## src/rtl/lb_burst_reader.sv

```systemverilog
// Burst read sequencer: turns one (addr, len) command into single-word local-bus
// reads and streams the responses out through a credit-protected response FIFO.
module lb_burst_reader #(
  parameter int ADDR_WIDTH = 24,
  parameter int DATA_WIDTH = 32,
  parameter int LEN_WIDTH  = 16,
  parameter int RD_LATENCY = 5,
  parameter int FIFO_DEPTH = 8
) (
  input  logic                  clk,
  input  logic                  reset,
  input  logic                  cmd_valid,
  output logic                  cmd_ready,
  input  logic [ADDR_WIDTH-1:0] cmd_addr,
  input  logic [LEN_WIDTH-1:0]  cmd_len,
  output logic                  lb_rden,
  output logic [ADDR_WIDTH-1:0] lb_raddr,
  output logic                  lb_rdenlast,
  input  logic [DATA_WIDTH-1:0] lb_rdata,
  input  logic                  lb_rvalid,
  input  logic                  lb_rvalidlast,
  output logic [DATA_WIDTH-1:0] m_data,
  output logic                  m_valid,
  output logic                  m_last,
  input  logic                  m_ready,
  output logic                  busy,
  output logic                  done,
  output logic                  err
);

  // state | meaning
  // IDLE  | waiting for a command, cmd_ready high
  // ISSUE | issuing reads while credit allows
  // DRAIN | all reads issued, waiting for the last beat to leave
  // DONE  | one-cycle completion pulse
  typedef enum logic [1:0] {IDLE, ISSUE, DRAIN, DONE} state_t;

  localparam int PW = $clog2(FIFO_DEPTH);
  localparam int CW = PW + 1;
  localparam logic [CW-1:0]         DEPTH_C  = CW'(FIFO_DEPTH);
  localparam logic [CW:0]           DEPTH_W  = (CW+1)'(FIFO_DEPTH);
  localparam logic [PW-1:0]         PTR_ONE  = PW'(1);
  localparam logic [LEN_WIDTH-1:0]  LEN_ONE  = LEN_WIDTH'(1);
  localparam logic [LEN_WIDTH:0]    LEN_ONEW = (LEN_WIDTH+1)'(1);
  localparam logic [ADDR_WIDTH-1:0] ADDR_ONE = ADDR_WIDTH'(1);

  state_t                state_q;
  logic                  cmd_ready_q, lb_rden_q, lb_rdenlast_q, busy_q, done_q, err_q;
  logic                  last_seen_q;
  logic [ADDR_WIDTH-1:0] lb_raddr_q, cur_q;
  logic [LEN_WIDTH-1:0]  rem_q, len_q, rcv_q;
  logic [CW-1:0]         out_q, cnt_q;
  logic [PW-1:0]         wr_q, rd_q;
  logic [DATA_WIDTH-1:0] mem_data_q [FIFO_DEPTH];
  logic                  mem_last_q [FIFO_DEPTH];

  logic                  accept, credit, issue, resp_ok, resp_last, push, pop, fifo_nonempty, head_last;
  logic [ADDR_WIDTH-1:0] iss_addr;
  logic [LEN_WIDTH-1:0]  iss_rem;

  always_comb begin
    accept        = cmd_valid && cmd_ready_q;
    credit        = ({1'b0, out_q} + {1'b0, cnt_q}) < DEPTH_W;
    iss_addr      = accept ? cmd_addr : cur_q;
    iss_rem       = accept ? cmd_len : rem_q;
    // The first read goes out on the accept edge so the strobe appears one cycle later.
    issue         = credit && ((accept && cmd_len != '0) || (state_q == ISSUE));
    resp_ok       = lb_rvalid && (out_q != '0);
    resp_last     = ({1'b0, rcv_q} + LEN_ONEW) == {1'b0, len_q};
    fifo_nonempty = cnt_q != '0;
    head_last     = mem_last_q[rd_q];
    pop           = fifo_nonempty && m_ready;
    push          = resp_ok && ((cnt_q != DEPTH_C) || pop);
  end

  always_ff @(posedge clk) begin
    if (push) begin
      mem_data_q[wr_q] <= lb_rdata;
      mem_last_q[wr_q] <= resp_last;
    end
  end

  always_ff @(posedge clk) begin
    if (reset) begin
      state_q       <= IDLE;
      cmd_ready_q   <= 1'b1;
      lb_rden_q     <= 1'b0;
      lb_rdenlast_q <= 1'b0;
      lb_raddr_q    <= '0;
      busy_q        <= 1'b0;
      done_q        <= 1'b0;
      err_q         <= 1'b0;
      last_seen_q   <= 1'b0;
      cur_q         <= '0;
      rem_q         <= '0;
      len_q         <= '0;
      rcv_q         <= '0;
      out_q         <= '0;
      cnt_q         <= '0;
      wr_q          <= '0;
      rd_q          <= '0;
    end else begin
      lb_rden_q     <= issue;
      lb_rdenlast_q <= issue && (iss_rem == LEN_ONE);
      if (issue) begin
        lb_raddr_q <= iss_addr;
        cur_q      <= iss_addr + ADDR_ONE;
        rem_q      <= iss_rem - LEN_ONE;
      end else if (accept) begin
        cur_q <= cmd_addr;
        rem_q <= cmd_len;
      end

      out_q <= out_q + CW'(issue) - CW'(resp_ok);
      cnt_q <= cnt_q + CW'(push) - CW'(pop);
      if (push) wr_q <= wr_q + PTR_ONE;
      if (pop)  rd_q <= rd_q + PTR_ONE;

      if (accept) begin
        len_q       <= cmd_len;
        rcv_q       <= '0;
        last_seen_q <= 1'b0;
        err_q       <= 1'b0;
      end else begin
        if (resp_ok) rcv_q <= rcv_q + LEN_ONE;
        if (pop && head_last) last_seen_q <= 1'b1;
      end
      // Error set takes priority over the clear on accept.
      if ((lb_rvalid && out_q == '0) || (resp_ok && (lb_rvalidlast != resp_last)) ||
          (resp_ok && !push))
        err_q <= 1'b1;

      done_q <= 1'b0;
      case (state_q)
        IDLE: if (accept) begin
          cmd_ready_q <= 1'b0;
          busy_q      <= 1'b1;
          if (cmd_len == '0) begin
            state_q <= DONE;
            done_q  <= 1'b1;
          end else if (issue && cmd_len == LEN_ONE) state_q <= DRAIN;
          else state_q <= ISSUE;
        end
        ISSUE: if (issue && rem_q == LEN_ONE) state_q <= DRAIN;
        DRAIN: if (last_seen_q || (pop && head_last)) begin
          state_q <= DONE;
          done_q  <= 1'b1;
        end
        DONE: begin
          state_q     <= IDLE;
          busy_q      <= 1'b0;
          cmd_ready_q <= 1'b1;
        end
        default: state_q <= IDLE;
      endcase
    end
  end

  assign cmd_ready   = cmd_ready_q;
  assign lb_rden     = lb_rden_q;
  assign lb_raddr    = lb_raddr_q;
  assign lb_rdenlast = lb_rdenlast_q;
  assign busy        = busy_q;
  assign done        = done_q;
  assign err         = err_q;
  assign m_valid     = fifo_nonempty;
  assign m_data      = fifo_nonempty ? mem_data_q[rd_q] : '0;
  assign m_last      = fifo_nonempty && head_last;

endmodule
```

## config.mk

```make
export PLATFORM = sky130hd
export DESIGN_NAME = lb_burst_reader
export DESIGN_NICKNAME = d
export VERILOG_FILES = /design/src/rtl/lb_burst_reader.sv
export SDC_FILE = /design/constraint.sdc
export NUM_CORES = 1
export LEC_CHECK = 0
export BUFFER_PORTS_ARGS = -buffer_cell sky130_fd_sc_hd__buf_2
export CELL_PAD_IN_SITES_DETAIL_PLACEMENT = 0
export CELL_PAD_IN_SITES_GLOBAL_PLACEMENT = 1
export CORE_MARGIN = 4
export CORE_UTILIZATION = 53
export CTS_CLUSTER_DIAMETER = 100
export DETAILED_ROUTE_END_ITERATION = 7
export PLACE_DENSITY = 0.95
export SYNTH_ARGS = -nofsm -noshare
export SYNTH_HDL_FRONTEND = slang
export SYNTH_SLANG_ARGS = --single-unit
```

## constraint.sdc

```tcl
create_clock -name clk -period 13.3 [get_ports clk]
set_input_delay 0.665 -clock clk [delete_from_list [all_inputs] [get_ports clk]]
set_output_delay 0.665 -clock clk [all_outputs]
set_load 0.005 [all_outputs]
```

==> results of run 1 <==
[through the flow]
step	setup WS, ps	instances	cell area (sq um)	total power [mW]	util
floorplan	8020	1195	16600	2.20	-
global placement	9660	1685	17600	2.50	0.575
detailed placement	9590	1685	17600	2.53	0.575
CTS	9450	1755	19000	3.69	0.619
global route	9230	1755	19000	3.85	0.619
finish	9530	1755	19000	3.65	0.619
[metal layers]
layer  share of wire  wire length, microns
met1            0.41                 15500
met4           0.018                   681
met5         0.00032                    12
met3           0.075                  2810
met2            0.49                 18300
[cells by family after synthesis]
group                    count (synthesis)  synth area share
flip-flops                             386             0.626
AND/OR/NAND/NOR                        348             0.102
AO/OA/AOI/OAI                          147            0.0625
multiplexers                           124             0.125
buffers and inverters                   92            0.0254
XOR/XNOR                                72            0.0381
adder cells (fa/ha/maj)                 26            0.0206
[worst min-delay path by stage]
stage	from	endpoint	slack, ps	depth (start not counted)
after floorplan	last_seen_q	last_seen_q	450	2
final	lb_rdata[25]	mem_data_q[7][25]	400	1
after global routing	lb_rdata[24]	mem_data_q[4][24]	400	1
after CTS	lb_rdata[28]	mem_data_q[1][28]	380	1
after detailed placement	len_q[7]	len_q[7]	470	2
after global placement	len_q[7]	len_q[7]	460	2
[power breakdown]
part	switching, mW	leakage (nW)	total [mW]	internal [mW]
registers	0.0842	3.39	1.52	1.44
clock network	0.458	0.681	1.16	0.697
logic	0.550	2.56	0.980	0.430
total	1.09	6.64	3.65	2.56
[registers in the layout, indices dropped and copies added, names as in the netlist, named ones only]
register	count
cur_q	24
mem_data_q	256
out_q	4
cmd_ready	1
state_q	2
busy	1
done	1
rem_q	16
wr_q	3
err	1
mem_last_q	8
len_q	16
cnt_q	4
lb_rdenlast	1
rcv_q	16
lb_raddr	24
lb_rden	1
last_seen_q	1
rd_q	3
[worst max-delay path, cell delays in order (launching register included)]
cell and delay, ps:
dfxtp_4 490, buf_4 870, mux4_2 640, mux2i_1 230, nor2_1 120, buf_2 160
[cells in the final DEF, fill, tap and decap left out, types with 4 or more instances in the layout]
master,count
o21ai_0,14
clkbuf_8,5
nand2_1,71
inv_1,28
nor3_1,9
clkinv_2,12
a31oi_1,4
o22ai_1,5
edfxtp_1,264
buf_4,16
a211oi_1,28
nand2b_1,5
nor2b_1,6
o31ai_1,6
xor2_1,31
nor3_2,6
nand4_1,13
a21o_1,5
or3_1,14
nor4_1,9
dfxtp_1,119
xnor2_1,41
and2_1,4
nand3_1,17
nand3b_1,5
buf_2,140
bufinv_16,6
clkbuf_16,40
mux2i_1,57
and4_1,4
nor2_1,145
and3_1,11
a21oi_1,48
ha_1,24
a21boi_0,7
mux4_2,66
[area by class of cell]
type / instances / area [sq um]
flip-flops and latches: 386 / 10400
inverters: 30 / 113
clock buffers: 47 / 1080
fillers: 2230 / 11700
clock inverters: 23 / 284
multi-input cells: 717 / 5830
well taps: 396 / 495
repair buffers: 156 / 821
==> run summary, run 1 <==
Total core area: 30700 sq um
Die width: 185 microns
Pwr dens: 192 nW/um^2
Reg clk slew, reported paths: 60 ps
Initial Util: 0.540
IO Count: 142
Number of gates resized after CTS: 0
WL per Instance: 21.3 microns
Area growth syn-to-layout: 14.7%
Row Count: 64
Leading area contributor after synthesis: edfxtp_1
Endpoints failing setup: 0
Antenna diode count: 0
Most common cell in the netlist: edfxtp_1
Latest clock arrival within the worst-skew pair: 530 ps
CP startpoint kind: flop
WS Path Type: flop to output port
Antenna-violating nets left: 0
Cells after Synth: 1195
Post-Synthesis Cell Area: 16600 sq um
Distinct cell type count after synthesis: 76
CTS Hold Bufs: 0
Antenna violations before repair: 1
Post-Syn Nets: 1299
Slew Viols, Final: 0
Fmax: 265 MHz
Layout cells sized above 1: 0.237
MaxCap Viol Count: 0
Gp weighted congestion: 0.871
Nets: 1434
Leak: 6.64 nW
DR DRC count: 0
PortBufs: 141
GRT Total Usage: 0.218
Worst R2R End: mem_data_q[4][5]
Top cells by area, synth: edfxtp_1 48%, dfxtp_1 15%, mux4_2 9.0%
Worst reg2reg path depth: 11
Post-synthesis sequential area ratio: 0.626
DP HPWL: 22900 microns
RSZ-0062 raised after global routing: false
Slew @ Worst Pin: 1220 ps
Wirelength, routed: 37300 microns
Number of flops mapped to enable cells by yosys: 264
Yosys warns: 0
Hold Path Class: primary input to flop
Reg-to-reg critical path startpoint: cnt_q[2]
Setup TNS: 0 ps
Vias per cell: 5.90
Period Utilization, post-route: 0.283
Fin. Hold Viols: 0
Syn_area_per_cell: 13.9 sq um
FFs w/ async S/R, synth: 0
Max Root-Sink Buffers: 3
Worst R2R Setup Slack: 9680 ps
Vias in the first global route: 10.3k
Met3 usage: 0.0409
Post-CTS Repair Setup Buffers: 0
Die ar.: 34100 sq um
Final worst path period need: 3770 ps
CP required: 12640 ps
Drt first pass iters: 5
FF+latch count, synth: 386
Die height: 185 microns
Worst setup EP type: output port
Largest fanout on the critical path: 55
Top cell type's share of synthesized area: 0.479
Largest net degree at the start of global routing: 86
Clock sink count: 386
Setup crit end: m_data[16]
Status: finished, final reports clean
WHS: 405 ps
Met1 Usage GRT: 0.303
Met2 GRT Util: 0.360
First-pass GRT wire length: 58100 microns
Ys flop type: edfxtp_1
Root buf cell: clkbuf_16
Total number of vias: 10.3k
H-tree levels: 2
CTS Buf Count: 39
GR peak layer: met2
CTS tree: yes
Worst slew margin: 0.183
Synth top cells by count: 264 x edfxtp_1, 148 x nor2_1, 122 x dfxtp_1
Initial drt markers: 1025
Overflow after GRT: 0
Worst Clk Skew: 23.2 ps
Critical Path AT: 3100 ps
Peak supply drop: 142 uV
No activity file was read; power rests on OpenSTA's default activity.
==> inputs of run 2 (changes only) <==
ABC_AREA = 1   (was unset)
CORE_UTILIZATION = 42   (was 53)
PLACE_DENSITY = 0.88   (was 0.95)
clock period = 3.45 ns   (was 13.3 ns; I/O delays follow)
==> run 2 against run 1 <==
Compared with the run above:
- synthesized cell count grew 48%
- critical path depth grew 2
- clock skew fell by 13 ps
- non-clock buffer count is 64 higher
- critical path type unchanged
==> run summary, run 2 <==
Status: finished, final reports clean (unchanged)
Fillers: 3610 (was 2230)
Leak: 7.66 nW (was 6.64 nW)
Die height: 210 microns (was 185 microns)
Latest clock arrival within the worst-skew pair: 560 ps (was 530 ps)
Total core area: 40100 sq um (was 30700 sq um)
Top cell type's share of synthesized area: 0.461 (was 0.479)
Antenna violations before repair: 1 (unchanged)
Cells after DPL: 2381 (was 1685)
Vias per cell: 5.30 (was 5.90)
Peak supply drop: 382 uV (was 142 uV)
Period Utilization, post-route: 0.886
Die width: 210 microns (was 185 microns)
Wirelength, routed: 43000 microns (was 37300 microns)
CP required: 3280 ps (was 12640 ps)
Initial drt markers: 1009 (was 1025)
Post-synthesis sequential area ratio: 0.603 (was 0.626)
Slew @ Worst Pin: 1000 ps (was 1220 ps)
Root buf cell: clkbuf_16 (unchanged)
MaxCap Viol Count: 0 (unchanged)
CTS Buf Count: 41 (was 39)
Placed inst area: 18400 sq um (was 17600 sq um)
Commonest non-fill, non-tap cell in the layout: nor2_1 (was edfxtp_1)
Worst Hold Path Cells: 4 (was 1)
Top reg by flops: mem_data_q (unchanged)
Fin. Hold Viols: 0 (unchanged)
Hold Path Class: primary input to flop (unchanged)
DR DRC count: 0 (unchanged)
Commonest non-fill, non-tap cells in the layout: 305 x nor2_1, 264 x edfxtp_1, 219 x nand2_1, 199 x o21ai_0, 141 x buf_2 (was 264 x edfxtp_1, 145 x nor2_1, 140 x buf_2, 119 x dfxtp_1, 71 x nand2_1)
CTS tree: yes (unchanged)
Worst slack, placed: 800 ps (was 9590 ps)
DP HPWL: 26500 microns (was 22900 microns)
Worst slew margin: 0.331 (was 0.183)
Endpoints failing setup: 0 (unchanged)
Critical Path AT: 2890 ps (was 3100 ps)
Nets: 2052 (was 1434)
Register Area: 10400 sq um (about the same)
Synth top cells by count: 313 x nor2_1, 264 x edfxtp_1, 219 x nand2_1 (was 264 x edfxtp_1, 148 x nor2_1, 122 x dfxtp_1)
PortBufs: 141 (unchanged)
Worst reg2reg path depth: 10 (was 11)
Number of flops mapped to enable cells by yosys: 264 (unchanged)
Vias in the first global route: 13.1k (was 10.3k)
Slew Viols, Final: 0 (unchanged)
Post-CTS Repair Setup Buffers: 0 (unchanged)
Fmax: 327 MHz
Layout cells sized above 1: 0.157 (was 0.237)
Non-filler cells, final: 2506 (was 1755)
Distinct cell type count after synthesis: 52 (was 76)
Number of gates resized after CTS: 0 (unchanged)
Worst setup EP type: output port (unchanged)
Most common cell in the netlist: nor2_1 (was edfxtp_1)
Final worst path period need: 3060 ps
Setup TNS: 0 ps (unchanged)
Pwr dens: 749 nW/um^2 (was 192 nW/um^2)
Largest net degree at the start of global routing: 73 (was 86)
Met3 usage: 0.0345 (was 0.0409)
WS Path Type: flop to output port (unchanged)
Row Count: 73 (was 64)
FFs w/ async S/R, synth: 0 (unchanged)
Worst R2R Setup Slack: 820 ps (was 9680 ps)
Post-Synthesis Cell Area: 17200 sq um (was 16600 sq um)
Clock sink count: 386 (unchanged)
Overflow after GRT: 0 (unchanged)
Drt first pass iters: 5 (unchanged)
Yosys warns: 0 (unchanged)
CP startpoint kind: flop (unchanged)
Area growth syn-to-layout: 17.9% (was 14.7%)
Leading area contributor after synthesis: edfxtp_1 (unchanged)
Cells after Synth: 1772 (was 1195)
Antenna-violating nets left: 0 (unchanged)
Initial Util: 0.429 (was 0.540)
Worst Clk Skew: 10.2 ps (was 23.2 ps)
Reg clk slew, reported paths: 60 ps (about the same)
Max Root-Sink Buffers: 3 (unchanged)
GRT Total Usage: 0.191 (was 0.218)
Syn_area_per_cell: 9.71 sq um (was 13.9 sq um)
Gp weighted congestion: 0.864 (was 0.871)
Post-Syn Nets: 1876 (was 1299)
Largest fanout on the critical path: 63 (was 55)
RSZ-0062 raised after global routing: false (unchanged)
Antenna diode count: 0 (unchanged)
Die ar.: 44300 sq um (was 34100 sq um)
Met1 Usage GRT: 0.252 (was 0.303)
Met2 GRT Util: 0.327 (was 0.360)
H-tree levels: 2 (unchanged)
Max reg flops: 256 (unchanged)
Power, Total: 15.2 mW (was 3.65 mW)
FF+latch count, synth: 386 (unchanged)
Final worst slack: 392 ps (was 9530 ps)
IO Count: 142 (unchanged)
Top cells by area, synth: edfxtp_1 46%, dfxtp_1 14%, nor2_1 6.8% (was edfxtp_1 48%, dfxtp_1 15%, mux4_2 9.0%)
First-pass GRT wire length: 68900 microns (was 58100 microns)
Multi-input gate area: 5910 sq um (was 5830 sq um)
Ys flop type: edfxtp_1 (unchanged)
Final Instance Area: 20300 sq um (was 19000 sq um)
Total number of vias: 13.3k (was 10.3k)
WL per Instance: 17.2 microns (was 21.3 microns)
GR peak layer: met2 (unchanged)
run 2: cell types whose count changed after synthesis, moves of 17 or more:
cell,delta
nor2_2,+17
o21ai_0,+185
inv_1,+111
a31oi_1,+32
nand3_1,+46
clkbuf_1,+17
nand2_1,+148
o21ai_1,+17
nor2_1,+165
xnor2_1,-38
mux4_2,-66
o22ai_1,+44
mux2i_1,-54
run 2: final cells by class:
class,count,share of cell area
inverter,143,0.0267
clock inverter,22,0.0104
sequential,386,0.512
tap,525,0.0324
clock buffer,54,0.0567
timing repair buffer,220,0.0707
multi-input combinational,1156,0.291
run 2: repair_timing:
item                                    4_1_cts  5_1_grt
hold buffers                                 49        0
hold endpoints to repair                    275        0
endpoints found under the setup margin        0        0
run 2: kinds of logic (layout without fill, tap and decap cells):
kind of cell    after synthesis  after routing  share of synthesized area
buf+inv                     230            439                     0.0571
flops                       386            386                      0.603
mux                           3              3                    0.00175
simple gates                699            699                      0.174
xor+xnor                     20             20                     0.0102
fa+ha+maj                    26             26                     0.0198
compound gates              408            408                      0.134
run 2: critical path: stages, from the launching register on:
cell	delay, ps
dfxtp_4	460
clkinv_2	660
buf_4	480
o21ai_0	190
o22ai_1	90
o21ai_0	220
a31oi_1	70
buf_2	150
run 2: stage by stage:
stage               hold slack (ps)  utilization
floorplan                       271            -
global placement                435        0.459
detailed placement              441        0.459
CTS                            6.03        0.506
global route                   23.5        0.506
finish                         34.2        0.506
run 2: worst paths after layout:
| check | from | end |
|---|---|---|
| worst max-delay path | flop | m_data[19] |
| worst min-delay path | cmd_addr[10] | cur_q[10] |
| worst max register to register | cnt_q[1] | cur_q[7] |
| worst min register to register | rd_q[2] | rd_q[2] |
run 2: per-layer routing:
| metal | vias to the layer above | wire length [microns] |
|---|---|---|
| li1 | 6476 | - |
| met1 | 6357 | 18600 |
| met2 | 387 | 20900 |
| met3 | 69 | 2560 |
| met4 | 2 | 968 |
| met5 | - | 18 |
run 2: report_power, final:
part	switching (mW)	total (mW)	internal [mW]
sequential	0.279	5.88	5.60
clock	1.82	4.34	2.52
combinational	3.26	4.97	1.71
==> inputs of run 3 (changes only) <==
CORE_UTILIZATION = 50   (was 42)
PLACE_DENSITY = 0.95   (was 0.88)
clock period = 3.95 ns   (was 3.45 ns; I/O delays follow)
==> run 3 against run 2 <==
Compared with the run above:
- clock skew grew 12 ps
- worst setup slack gained 360 ps
- cell area shrank 0.87%
- routed wire length shrank 1.3%
- core utilization grew 9.1 points
- worst hold slack gained 2.0 ps
- combinational power shrank 13%
- critical path depth shrank 1
- non-clock buffer count shrank 8
- clock power shrank 11%
- clock-buffer cell count shrank 4
- total power shrank 12%
- critical path type unchanged
- critical endpoint is now m_data[18]
- largest power group unchanged
==> run summary, run 3 (synthesized netlist as in run 2, its figures left out) <==
Initial Util: 0.510 (was 0.429)
Top Layer Used: met5 (unchanged)
Non-filler cells, final: 2421 (was 2506)
Final worst path period need: 3200 ps
CP startpoint kind: flop (unchanged)
Slew Viols, Final: 0 (unchanged)
DP HPWL: 25900 microns (was 26500 microns)
Worst Clk Skew: 22.4 ps (was 10.2 ps)
Fillers: 2781 (was 3610)
Antenna-violating nets left: 0 (unchanged)
Layout cells sized above 1: 0.154 (was 0.157)
MaxCap Viol Count: 0 (unchanged)
CTS Buf Count: 42 (was 41)
Total number of vias: 13.3k (about the same)
Total core area: 33700 sq um (was 40100 sq um)
Final Core Density: 0.596 (was 0.506)
Max Root-Sink Buffers: 3 (unchanged)
Worst slew margin: 0.319 (was 0.331)
Final worst slack: 747 ps (was 392 ps)
Cells after DPL: 2300 (was 2381)
Antenna diode count: 0 (unchanged)
Reg clk slew, reported paths: 60 ps (about the same)
Met2 WL: 21300 microns (was 20900 microns)
Met3 Wirelength: 2530 microns (was 2560 microns)
Hold Path Class: primary input to flop (unchanged)
Top reg by flops: mem_data_q (unchanged)
CP delay by family, top: buffers and inverters (unchanged)
Drt first pass iters: 5 (unchanged)
Worst setup EP type: output port (unchanged)
Fmax: 312 MHz
Peak supply drop: 443 uV (was 382 uV)
Commonest non-fill, non-tap cells in the layout: 305 x nor2_1, 264 x edfxtp_1, 219 x nand2_1, 199 x o21ai_0, 141 x buf_2 (unchanged)
Critical Path Max Stage Delay: 730 ps (was 660 ps)
Multi-input gate area: 5910 sq um (unchanged)
Status: finished, final reports clean (unchanged)
Post-CTS Repair Setup Buffers: 0 (unchanged)
DR DRC count: 0 (unchanged)
Vias in the first global route: 13.1k (about the same)
Die width: 193 microns (was 210 microns)
CP max stage cell: buf_4 (was clkinv_2)
P_int: 8.62 mW (was 9.84 mW)
Leak: 7.62 nW (was 7.66 nW)
Root buf cell: clkbuf_16 (unchanged)
Critical Path AT: 3010 ps (was 2890 ps)
Area growth syn-to-layout: 16.8% (was 17.9%)
Net Sw Power: 4.71 mW (was 5.36 mW)
Nets: 2045 (was 2052)
Power, Total: 13.3 mW (was 15.2 mW)
Slew @ Worst Pin: 1020 ps (was 1000 ps)
Die height: 193 microns (was 210 microns)
CP cell instances: buf_4 > o21ai_0 > o22ai_1 > o21ai_0 > a31oi_1 > buf_2 (was clkinv_2 > buf_4 > o21ai_0 > o22ai_1 > o21ai_0 > a31oi_1 > buf_2)
Buf+Inv Stages, Crit Path: 2 (was 3)
Antenna violations before repair: 2 (was 1)
Register Area: 10400 sq um (unchanged)
Vias per cell: 5.49 (was 5.30)
Wirelength, routed: 42500 microns (was 43000 microns)
Hold_sp: lb_rvalid (was cmd_addr[10])
Wl on met1: 17800 microns (was 18600 microns)
First-pass GRT wire length: 67600 microns (was 68900 microns)
Setup TNS: 0 ps (unchanged)
Max reg flops: 256 (unchanged)
H-tree levels: 2 (unchanged)
Period Utilization, post-route: 0.811
Die ar.: 37400 sq um (was 44300 sq um)
Clock sink count: 386 (unchanged)
Clk network pwr share: 0.288 (was 0.286)
IO Count: 142 (unchanged)
Commonest non-fill, non-tap cell in the layout: nor2_1 (unchanged)
Combinational fraction of design power: 0.323 (was 0.327)
Seq pwr share: 0.388 (was 0.387)
Largest fanout on the critical path: 81 (was 63)
CP required: 3750 ps (was 3280 ps)
Initial drt markers: 922 (was 1009)
Gp weighted congestion: 0.881 (was 0.864)
WS Path Type: flop to output port (unchanged)
Endpoints failing setup: 0 (unchanged)
Reg-to-reg critical path startpoint: cnt_q[1] (unchanged)
WL per Instance: 17.5 microns (was 17.2 microns)
RSZ-0062 raised after global routing: false (unchanged)
Worst slack, placed: 989 ps (was 800 ps)
PortBufs: 141 (unchanged)
Largest net degree at the start of global routing: 82 (was 73)
CTS tree: yes (unchanged)
Row Count: 67 (was 73)
Pwr dens: 664 nW/um^2 (was 749 nW/um^2)
Overflow after GRT: 0 (unchanged)
Latest clock arrival within the worst-skew pair: 550 ps (was 560 ps)
Cell mode on critical path: o21ai_0 (unchanged)
Sw frac: 0.353 (about the same)
GRT Total Usage: 0.219 (was 0.191)
Fin. Hold Viols: 0 (unchanged)
==> run 3: repair_timing <==
| item | 4_1_cts | 5_1_grt |
|---|---|---|
| hold buffers | 45 | 0 |
| hold endpoints to repair | 269 | 0 |
| gates resized for setup | 0 | 0 |
==> run 3: metal layers <==
metal,global-route usage,vias up
met1,0.283,6298
met2,0.383,439
met3,0.0362,75
met4,0.0627,4
li1,-,6464
met5,0,-
==> run 3: worst min-delay path, cell delays in order <==
cell and delay [ps]:
buf_2 130, nand2_1 60, nand3_1 70, nand2_1 50
inv_1 40
==> run 3: final timing paths <==
check / end / slack, ps / depth (start not counted)
setup / recovery: m_data[18] / 750 / 6
hold / removal: err / 40 / 5
setup reg to reg: out_q[2] / 960 / 11
hold reg to reg: flop / 480 / 1
==> run 3: metrics by stage <==
step,cell area [sq um],hold slack (ps)
floorplan,17200,296
global placement,18300,448
detailed placement,18300,461
CTS,20100,10.7
global route,20100,46.3
finish,20100,36.2
==> run 3: power groups by stage <==
stage          Clock, mW  Sequential, mW  Combinational (mW)
2_1_floorplan          0            5.17                3.00
3_3_place_gp           0            5.23                4.13
3_5_place_dp           0            5.25                4.25
4_1_cts             3.92            5.17                4.33
5_1_grt             4.10            5.23                4.85
6_report            3.85            5.17                4.31
==> run 3: final cells by class <==
| class | instances | area share |
|---|---|---|
| sequential | 386 | 0.516 |
| multi-input combinational | 1156 | 0.294 |
| timing repair buffer | 212 | 0.0679 |
| clock buffer | 50 | 0.0543 |
| tap | 448 | 0.0279 |
| inverter | 143 | 0.0268 |
| clock inverter | 26 | 0.0129 |
